--- src/rtl/agc_pkg.sv ---
// agc_pkg: shared AGC state encoding and width constants.
package agc_pkg;
    typedef enum logic [1:0] {S_IDLE, S_BURST, S_DONE} agc_step_state_t;
    localparam int COUNTER2_W    = 8;
    localparam int AGC_GAIN_W    = 6;
    localparam int AGC_GAIN_INIT = 32;
endpackage

--- src/rtl/agc_step_timer.sv ---
// agc_step_timer: STEP_DIV prescaler; pulses o_step on every STEP_DIV-th enabled cycle.
module agc_step_timer #(
    parameter int STEP_DIV = 4
) (
    input  logic clk,
    input  logic RESET,
    input  logic i_en,
    input  logic i_clr,
    output logic o_step
);
    localparam int DW = STEP_DIV > 1 ? $clog2(STEP_DIV) : 1;
    logic [DW-1:0] r_div;
    assign o_step = i_en && !i_clr && r_div == DW'(STEP_DIV - 1);
    always_ff @(posedge clk) begin
        if (RESET || i_clr || !i_en || o_step) r_div <= '0;
        else r_div <= r_div + 1'b1;
    end
endmodule

--- src/rtl/agc_gain_stepper.sv ---
// agc_gain_stepper: registered AGC gain code stepped in prescaled bursts,
// with sticky done on direction-reversal convergence or bound saturation.
module agc_gain_stepper
    import agc_pkg::*;
#(
    parameter int GAIN_W         = AGC_GAIN_W,
    parameter int GAIN_INIT      = AGC_GAIN_INIT,
    parameter int GAIN_MIN       = 0,
    parameter int GAIN_MAX       = 63,
    parameter int STEP_DIV       = 4,
    parameter int SETTLE_TOGGLES = 3,
    parameter int SAT_STEPS      = 16
) (
    input  logic                  clk,
    input  logic                  RESET,
    input  logic                  counter2_mode,
    input  logic                  adjust,
    input  logic                  up_dn,
    output logic [GAIN_W-1:0]     gain,
    output logic                  gain_strobe,
    output logic [COUNTER2_W-1:0] counter2,
    output logic                  at_limit,
    output logic                  done
);
    localparam int TW = $clog2(SETTLE_TOGGLES + 1);
    localparam int SW = $clog2(SAT_STEPS + 1);

    agc_step_state_t       r_state, w_next;
    logic [GAIN_W-1:0]     r_gain;
    logic [COUNTER2_W-1:0] r_c2;
    logic [TW-1:0]         r_toggle;
    logic [SW-1:0]         r_sat;
    logic                  r_moved, r_strobe, r_done, r_have_prev, r_prev_dir;
    logic                  w_term, w_run, w_enter, w_step, w_clip, w_move, w_flip;

    assign w_term  = r_toggle == TW'(SETTLE_TOGGLES) || r_sat == SW'(SAT_STEPS);
    // Stepping stops as soon as a terminating count is visible, one cycle before done.
    assign w_run   = r_state != S_DONE && !w_term && adjust && counter2_mode;
    assign w_enter = r_state == S_IDLE && w_run;
    assign w_clip  = up_dn ? r_gain == GAIN_W'(GAIN_MAX) : r_gain == GAIN_W'(GAIN_MIN);
    assign w_move  = w_step && !w_clip;
    assign w_flip  = r_have_prev && up_dn != r_prev_dir;

    agc_step_timer #(.STEP_DIV(STEP_DIV)) u_timer (
        .clk   (clk),
        .RESET (RESET),
        .i_en  (w_run),
        .i_clr (!counter2_mode),
        .o_step(w_step)
    );

    always_ff @(posedge clk) begin
        if (RESET) r_state <= S_IDLE;
        else r_state <= w_next;
    end

    always_comb begin
        w_next = (r_state == S_DONE || w_term) ? S_DONE : (w_run ? S_BURST : S_IDLE);
    end

    always_ff @(posedge clk) begin
        if (RESET) begin
            r_gain      <= GAIN_W'(GAIN_INIT);
            r_c2        <= '0;
            r_toggle    <= '0;
            r_sat       <= '0;
            r_moved     <= 1'b0;
            r_strobe    <= 1'b0;
            r_done      <= 1'b0;
            r_have_prev <= 1'b0;
            r_prev_dir  <= 1'b0;
        end else begin
            if (w_move) r_gain <= up_dn ? r_gain + 1'b1 : r_gain - 1'b1;
            r_moved  <= w_move;
            r_strobe <= r_moved && w_next != S_DONE;
            r_c2     <= !counter2_mode ? '0 : (w_step && r_c2 != '1) ? r_c2 + 1'b1 : r_c2;
            r_done   <= w_next == S_DONE;
            if (w_step) r_sat <= w_clip ? (r_sat == SW'(SAT_STEPS) ? r_sat : r_sat + 1'b1) : '0;
            if (w_enter) begin
                r_toggle    <= w_flip ? (r_toggle == TW'(SETTLE_TOGGLES) ? r_toggle : r_toggle + 1'b1) : '0;
                r_prev_dir  <= up_dn;
                r_have_prev <= 1'b1;
            end
        end
    end

    assign gain        = r_gain;
    assign gain_strobe = r_strobe;
    assign counter2    = r_c2;
    assign done        = r_done;
    assign at_limit    = r_gain == GAIN_W'(GAIN_MIN) || r_gain == GAIN_W'(GAIN_MAX);
endmodule

--- config.mk ---
export PLATFORM = sky130hd
export DESIGN_NAME = agc_gain_stepper
export DESIGN_NICKNAME = d
export VERILOG_FILES = /design/src/rtl/agc_pkg.sv /design/src/rtl/agc_step_timer.sv /design/src/rtl/agc_gain_stepper.sv
export SDC_FILE = /design/constraint.sdc
export NUM_CORES = 1
export LEC_CHECK = 0
export ABC_AREA = 1
export BUFFER_PORTS_ARGS = -buffer_cell sky130_fd_sc_hd__buf_4
export CAP_MARGIN = 5
export CORE_MARGIN = 8
export CORE_UTILIZATION = 55
export CTS_CLUSTER_DIAMETER = 150
export DETAILED_ROUTE_END_ITERATION = 8
export PLACE_DENSITY_LB_ADDON = 0.1
export SYNTH_ARGS = -nofsm -noshare
export SYNTH_HDL_FRONTEND = slang
export SYNTH_HIERARCHICAL = 1
export SYNTH_SLANG_ARGS = --single-unit
--- constraint.sdc ---
create_clock -name clk -period 2.2 [get_ports clk]
set_input_delay 0.44 -clock clk [delete_from_list [all_inputs] [get_ports clk]]
set_output_delay 0.44 -clock clk [all_outputs]
set_load 0.01 [all_outputs]
# Word level (Yosys, flattened, before mapping)
# Cells that the tools add are included.
# op_classes
bitwise,1
n_addsub,6
reduce_logical,25
eq_ne,12
n_mux,8
# op_table
op,n
1-bit logical AND,10
5-bit two-way mux,2
8-bit by 1-bit adder with 8-bit output (second input constant),1
2-bit equality test (second input constant),4
2-bit != test (second input constant),4
8-bit != test (second input constant),1
6-bit by 1-bit adder with 6-bit output (second input constant),1
6-bit equality test (second input constant),1
6-bit zero test,1
1-bit logical OR,6
2-bit two-way mux,3
6-bit two-way mux,1
6-bit by 1-bit subtractor with 6-bit output (second input constant),1
5-bit by 1-bit adder with 5-bit output (second input constant),1
5-bit equality test (second input constant),1
2-bit by 1-bit adder with 2-bit output (second input constant),2
1-bit zero test,4
2-bit AND reduction,2
2-bit zero test,1
1-bit two-way mux,2
2-bit OR reduction,1
1-bit != test,1
1-bit NOT,1
# totals
register_bits,30
wordCells,63
input_bits,5
output_inout_bits,17

# Depth between registers and ports, before layout
# logic_depth
depth_word,10
depth_mapped,13

# Hierarchy
# The synthesis kept the hierarchy.
# by_module_without_submodules
module,n_inst,area_each_um2,cells_per_inst
agc_gain_stepper,1,1529.0,206
agc_step_timer,1,86.3,11

# Worst setup path before layout
# Ideal clock, no wire load.
# synth_timing
kind,register to register
start,register r_sat[0]
end,register r_gain[0] (netlist: gain[0])
setup_slack_ns,0.301
path_stages_with_launch,14
arrival_ns,1.771
period_less_slack_ns,1.899
setup_time_ns,0.129
path_cell_list,dfxtp_1 -> inv_1 -> ha_1 -> nand3_2 -> nand2_2 -> nor2_4 -> inv_1 -> nor3b_1 -> buf_2 -> nand3_4 -> nand2_2 -> clkinv_2 -> nand2_1 -> o21ai_1
# synth_via
elab_chain_len,9
# synth_lines
element,line,text
"start, declared",agc_gain_stepper.sv:32,logic [SW-1:0] r_sat;
"start signal, assigned",agc_gain_stepper.sv:78,if (w_step) r_sat <= w_clip ? (r_sat == SW'(SAT_STEPS) ? r_sat : r_sat + 1'b1) : '0;
5-bit equality test,agc_gain_stepper.sv:36,assign w_term = r_toggle == TW'(SETTLE_TOGGLES) || r_sat == SW'(SAT_STEPS);
1-bit logical OR,agc_gain_stepper.sv:36,
1-bit zero test,agc_gain_stepper.sv:38,assign w_run = r_state != S_DONE && !w_term && adjust && counter2_mode;
1-bit logical AND (3 in a row),agc_gain_stepper.sv:38,
via w_run,agc_gain_stepper.sv:34,"logic w_term, w_run, w_enter, w_step, w_clip, w_move, w_flip;"
1-bit logical AND (2 in a row),agc_step_timer.sv:13,assign o_step = i_en && !i_clr && r_div == DW'(STEP_DIV - 1);
via w_step,agc_gain_stepper.sv:34,
1-bit logical AND,agc_gain_stepper.sv:41,assign w_move = w_step && !w_clip;
"end signal, assigned",agc_gain_stepper.sv:63,r_gain <= GAIN_W'(GAIN_INIT);
"end signal, assigned",agc_gain_stepper.sv:73,if (w_move) r_gain <= up_dn ? r_gain + 1'b1 : r_gain - 1'b1;
"end, declared",agc_gain_stepper.sv:29,logic [GAIN_W-1:0] r_gain;
# The timed path passes the listed nets, and every way through them passes these cells.
# A chain may end at the register's enable or synchronous reset.

# Worst setup path in the final report
# layout_timing
start,register r_sat[0]
end,register r_gain[2] (netlist: gain[2])
# Same word-level chain as after synthesis.

==> results.cfg <==
[clock_tree]
tritoncts_clock_tree = done
cts-root-to-sink-buffers = 2
post_cts_hold_buffers = 0
cts_inserted_buffers = 5
root_buffer = sky130_fd_sc_hd__clkbuf_4
h_tree_levels = 2
cts.sinks = 29
path_clk_slew_ns = 0.09
clkLatencyLatePin_ns = 0.33

[route]
routedWlPerCell_um = 13.1
drt_first_pass_iters = 4
drt_wl_total_mm = 3.62
vias_per_cell = 5.49
drtIter0Drc = 109
antenna_violating_nets_post_route = 0
dr_total_vias = 1516
drcViolationCount = 0

[layout]
final_net_count = 259
drive_above_1_share_pct = 22.4
final.fill_count = 267
area_growth_syn_to_layout_pct = 16.1
antenna_cells_inserted = 0
final_area_sq_um = 1880

[setup_path]
startpoint_type = flop
cpLargestDelayFamily = simple AND/OR/NAND/NOR gates
cp.required_ns = 2.42
crit_type = flop to flop
arrival_ns = 2.27
timing.critical_path.fanout_max = 9
reg2reg_to = gain[2]
endpoint_kind = flop
worstRegToRegCells = 13
source_of_the_worst_register_to_register_timing_path = r_sat[0]
regToRegSetupSlack_ns = 0.16
critPathSlowestCell = sky130_fd_sc_hd__dfxtp_2
critical_path.max_stage_delay_ns = 0.37
path_cells = inv_1 > ha_1 > nand3_2 > nand2_2 > nor2_4 > inv_1 > nor3b_2 > buf_4 > nand3_4 > nand2_2 > clkinv_2 > nand2_1 > o21ai_2
worstSetupPathDepth = 13
wp_buf_inv = 4

[die]
floorplan.initialDensity_pct = 58.1
die_area_sq_um = 4930
die_x_um = 70.2
die_h_um = 70.2
floorplan.core_area_sq_um = 2780
fp-row-count = 19
boundaryPins = 22

[pwr]
leakage_power_total_uw = 0.000815
cellPowerDensity_nw_per_um2 = 475
vdd_ir_drop_max_mv = 0.477
total_power_uw = 891

[logic_synthesis]
ys.warnings.count = 6
postSynthRegisterBits = 29
netlist_area_sq_um = 1620
ys_top_cells_by_count = 50 x sky130_fd_sc_hd__nand2_1, 29 x sky130_fd_sc_hd__dfxtp_1, 24 x sky130_fd_sc_hd__inv_1
synth_cell_types = 30
post-synth-top-area-fraction_pct = 35.9
syn_area_per_cell_sq_um = 7.44
edff_count_synth = 0
netlist_top_cells_area = sky130_fd_sc_hd__dfxtp_1 36%, sky130_fd_sc_hd__nand2_1 12%, sky130_fd_sc_hd__ha_1 7.0%, sky130_fd_sc_hd__a21oi_1 6.8%, sky130_fd_sc_hd__nand3_1 6.2%
dominantRegCellSynth = sky130_fd_sc_hd__dfxtp_1
synth-async-reset-ratio_pct = 0
yosysTopAreaCell = sky130_fd_sc_hd__dfxtp_1
post_synth_inst_count = 217
mappedNetlistNets = 232
sequential_fraction_of_the_synthesis_area_pct = 35.9
synthMostInstantiatedCell = sky130_fd_sc_hd__nand2_1

[placement]
hpwlAfterDp_mm = 2.70
post-place-ws_ns = 0.111
io_buffers = 21
gpl.final_weighted_congestion = 0.922
dpl-instance-area_sq_um = 1810

[global_routing]
grt_pass1_vias = 1417
grt.busiest_layer = met2
grt_first_pass_wirelength_mm = 6.31
grt_util_met1_pct = 17.9
use_met3_pct = 5.65
groute.usage.overall_pct = 15.3
grt_util_met2_pct = 24.7
remaining_global_route_overflow = 0
grt_antenna_before_repair = 0
pin_count_of_the_biggest_net_entering_global_routing = 16

[sta]
final_hold_viol_count = 0
final.setup.worst_slack_ns = 0.157
total_negative_slack_for_setup_checks_ns = 0
final_max_tran_viols = 0
final_clock_skew_ns = 0.00799
worst_slew_pin_slew_ns = 0.335
relative_slew_slack_pct = 77.7
final_min_period_over_clock_period_pct = 92.8
timing.fmax_mhz = 490
setup_viol_count_final = 0
period_minus_ws_final_ns = 2.04

[status]
outcome = finished clean

[min_path]
hold_depth = 2
hold_path.class = input port to flop
min_to = r_sat[3]
worst_hold_start = RESET

[job]
drv_cap = 0
==> flip-flops by register name, indices dropped and copies added (netlist names) <==
register / flops
r_sat: 5
gain_strobe: 1
u_timer/r_div: 2
gain: 6
r_have_prev: 1
counter2: 8
r_toggle: 2
r_prev_dir: 1
r_state: 2
r_moved: 1
==> worst max-delay path by stage <==
stage / from / end
after global routing: r_sat[0] / r_sat[1]
after global placement: r_sat[0] / gain[0]
after floorplan: r_sat[0] / gain[0]
final: r_sat[0] / gain[2]
after detailed placement: r_sat[0] / gain[0]
after CTS: r_sat[0] / gain[2]
==> cell usage in the layout (no fill, tap or decap), drive strengths merged <==
cell type  count
nand3b         1
a32o           1
nand4          9
clkinv         3
nand3         23
clkbuf         6
dfxtp         29
nor3b          1
fa             1
o21ai          6
nand2         55
ha             9
xor2           2
xnor2          6
nor3           2
nor2          19
a21oi         22
inv           27
buf           23
==> worst register-to-register path, cell delays in order, from the launching register on <==
cell and delay [ns]:
sky130_fd_sc_hd__dfxtp_2 0.37, sky130_fd_sc_hd__inv_1 0.06, sky130_fd_sc_hd__ha_1 0.22, sky130_fd_sc_hd__nand3_2 0.15, sky130_fd_sc_hd__nand2_2 0.11, sky130_fd_sc_hd__nor2_4 0.14, sky130_fd_sc_hd__inv_1 0.08, sky130_fd_sc_hd__nor3b_2 0.16
sky130_fd_sc_hd__buf_4 0.18, sky130_fd_sc_hd__nand3_4 0.15, sky130_fd_sc_hd__nand2_2 0.10, sky130_fd_sc_hd__clkinv_2 0.08, sky130_fd_sc_hd__nand2_1 0.08, sky130_fd_sc_hd__o21ai_2 0.05
==> report_power, final <==
| part | internal (uW) | leakage [uW] | switching [uW] |
|---|---|---|---|
| registers | 528 | 0.000235 | 1.67 |
| logic | 17.8 | 0.000548 | 33.7 |
| clock network | 121 | 0.0000320 | 189 |
==> layer usage <==
metal | part of all wire, % | routed length (um)
met1 | 45 | 1610
met2 | 48 | 1730
met3 | 5.6 | 202
met4 | 2.0 | 72
met5 | 0 | 0
==> what timing repair did <==
action / CTS / global route
setup buffers: 0 / 1
resized for setup: 0 / 4
endpoints found under the setup margin: 0 / 16
==> per-stage QoR <==
step / cells / util [%] / hold WS (ns)
3_3_place_gp: 267 / 64.9 / 0.406
4_1_cts: 275 / 66.8 / 0.376
5_1_grt: 276 / 67.4 / 0.392
6_report: 276 / 67.4 / 0.396
2_1_floorplan: 217 / - / 0.397
3_5_place_dp: 267 / 64.9 / 0.419
==> cell families (layout without fill, tap and decap cells) <==
family          after synthesis  after routing  share of synthesized area (%)
compound gates               29             29                           9.99
xor+xnor                      8              8                           4.34
fa+ha+maj                    10             10                           8.21
buf+inv                      31             59                           7.59
flops                        29             29                           35.9
simple gates                110            110                           33.9
==> area by class of cell <==
type	count	area, sq um	share of cell area (%)
clock buffers	6	41.3	2.20
clock inverters	2	10.0	0.534
inverters	28	109	5.80
multi-input cells	157	921	49.1
flip-flops and latches	29	583	31.1
well taps	31	38.8	2.07
repair buffers	23	173	9.21
Note: power is estimated with default switching activity, not from simulation.
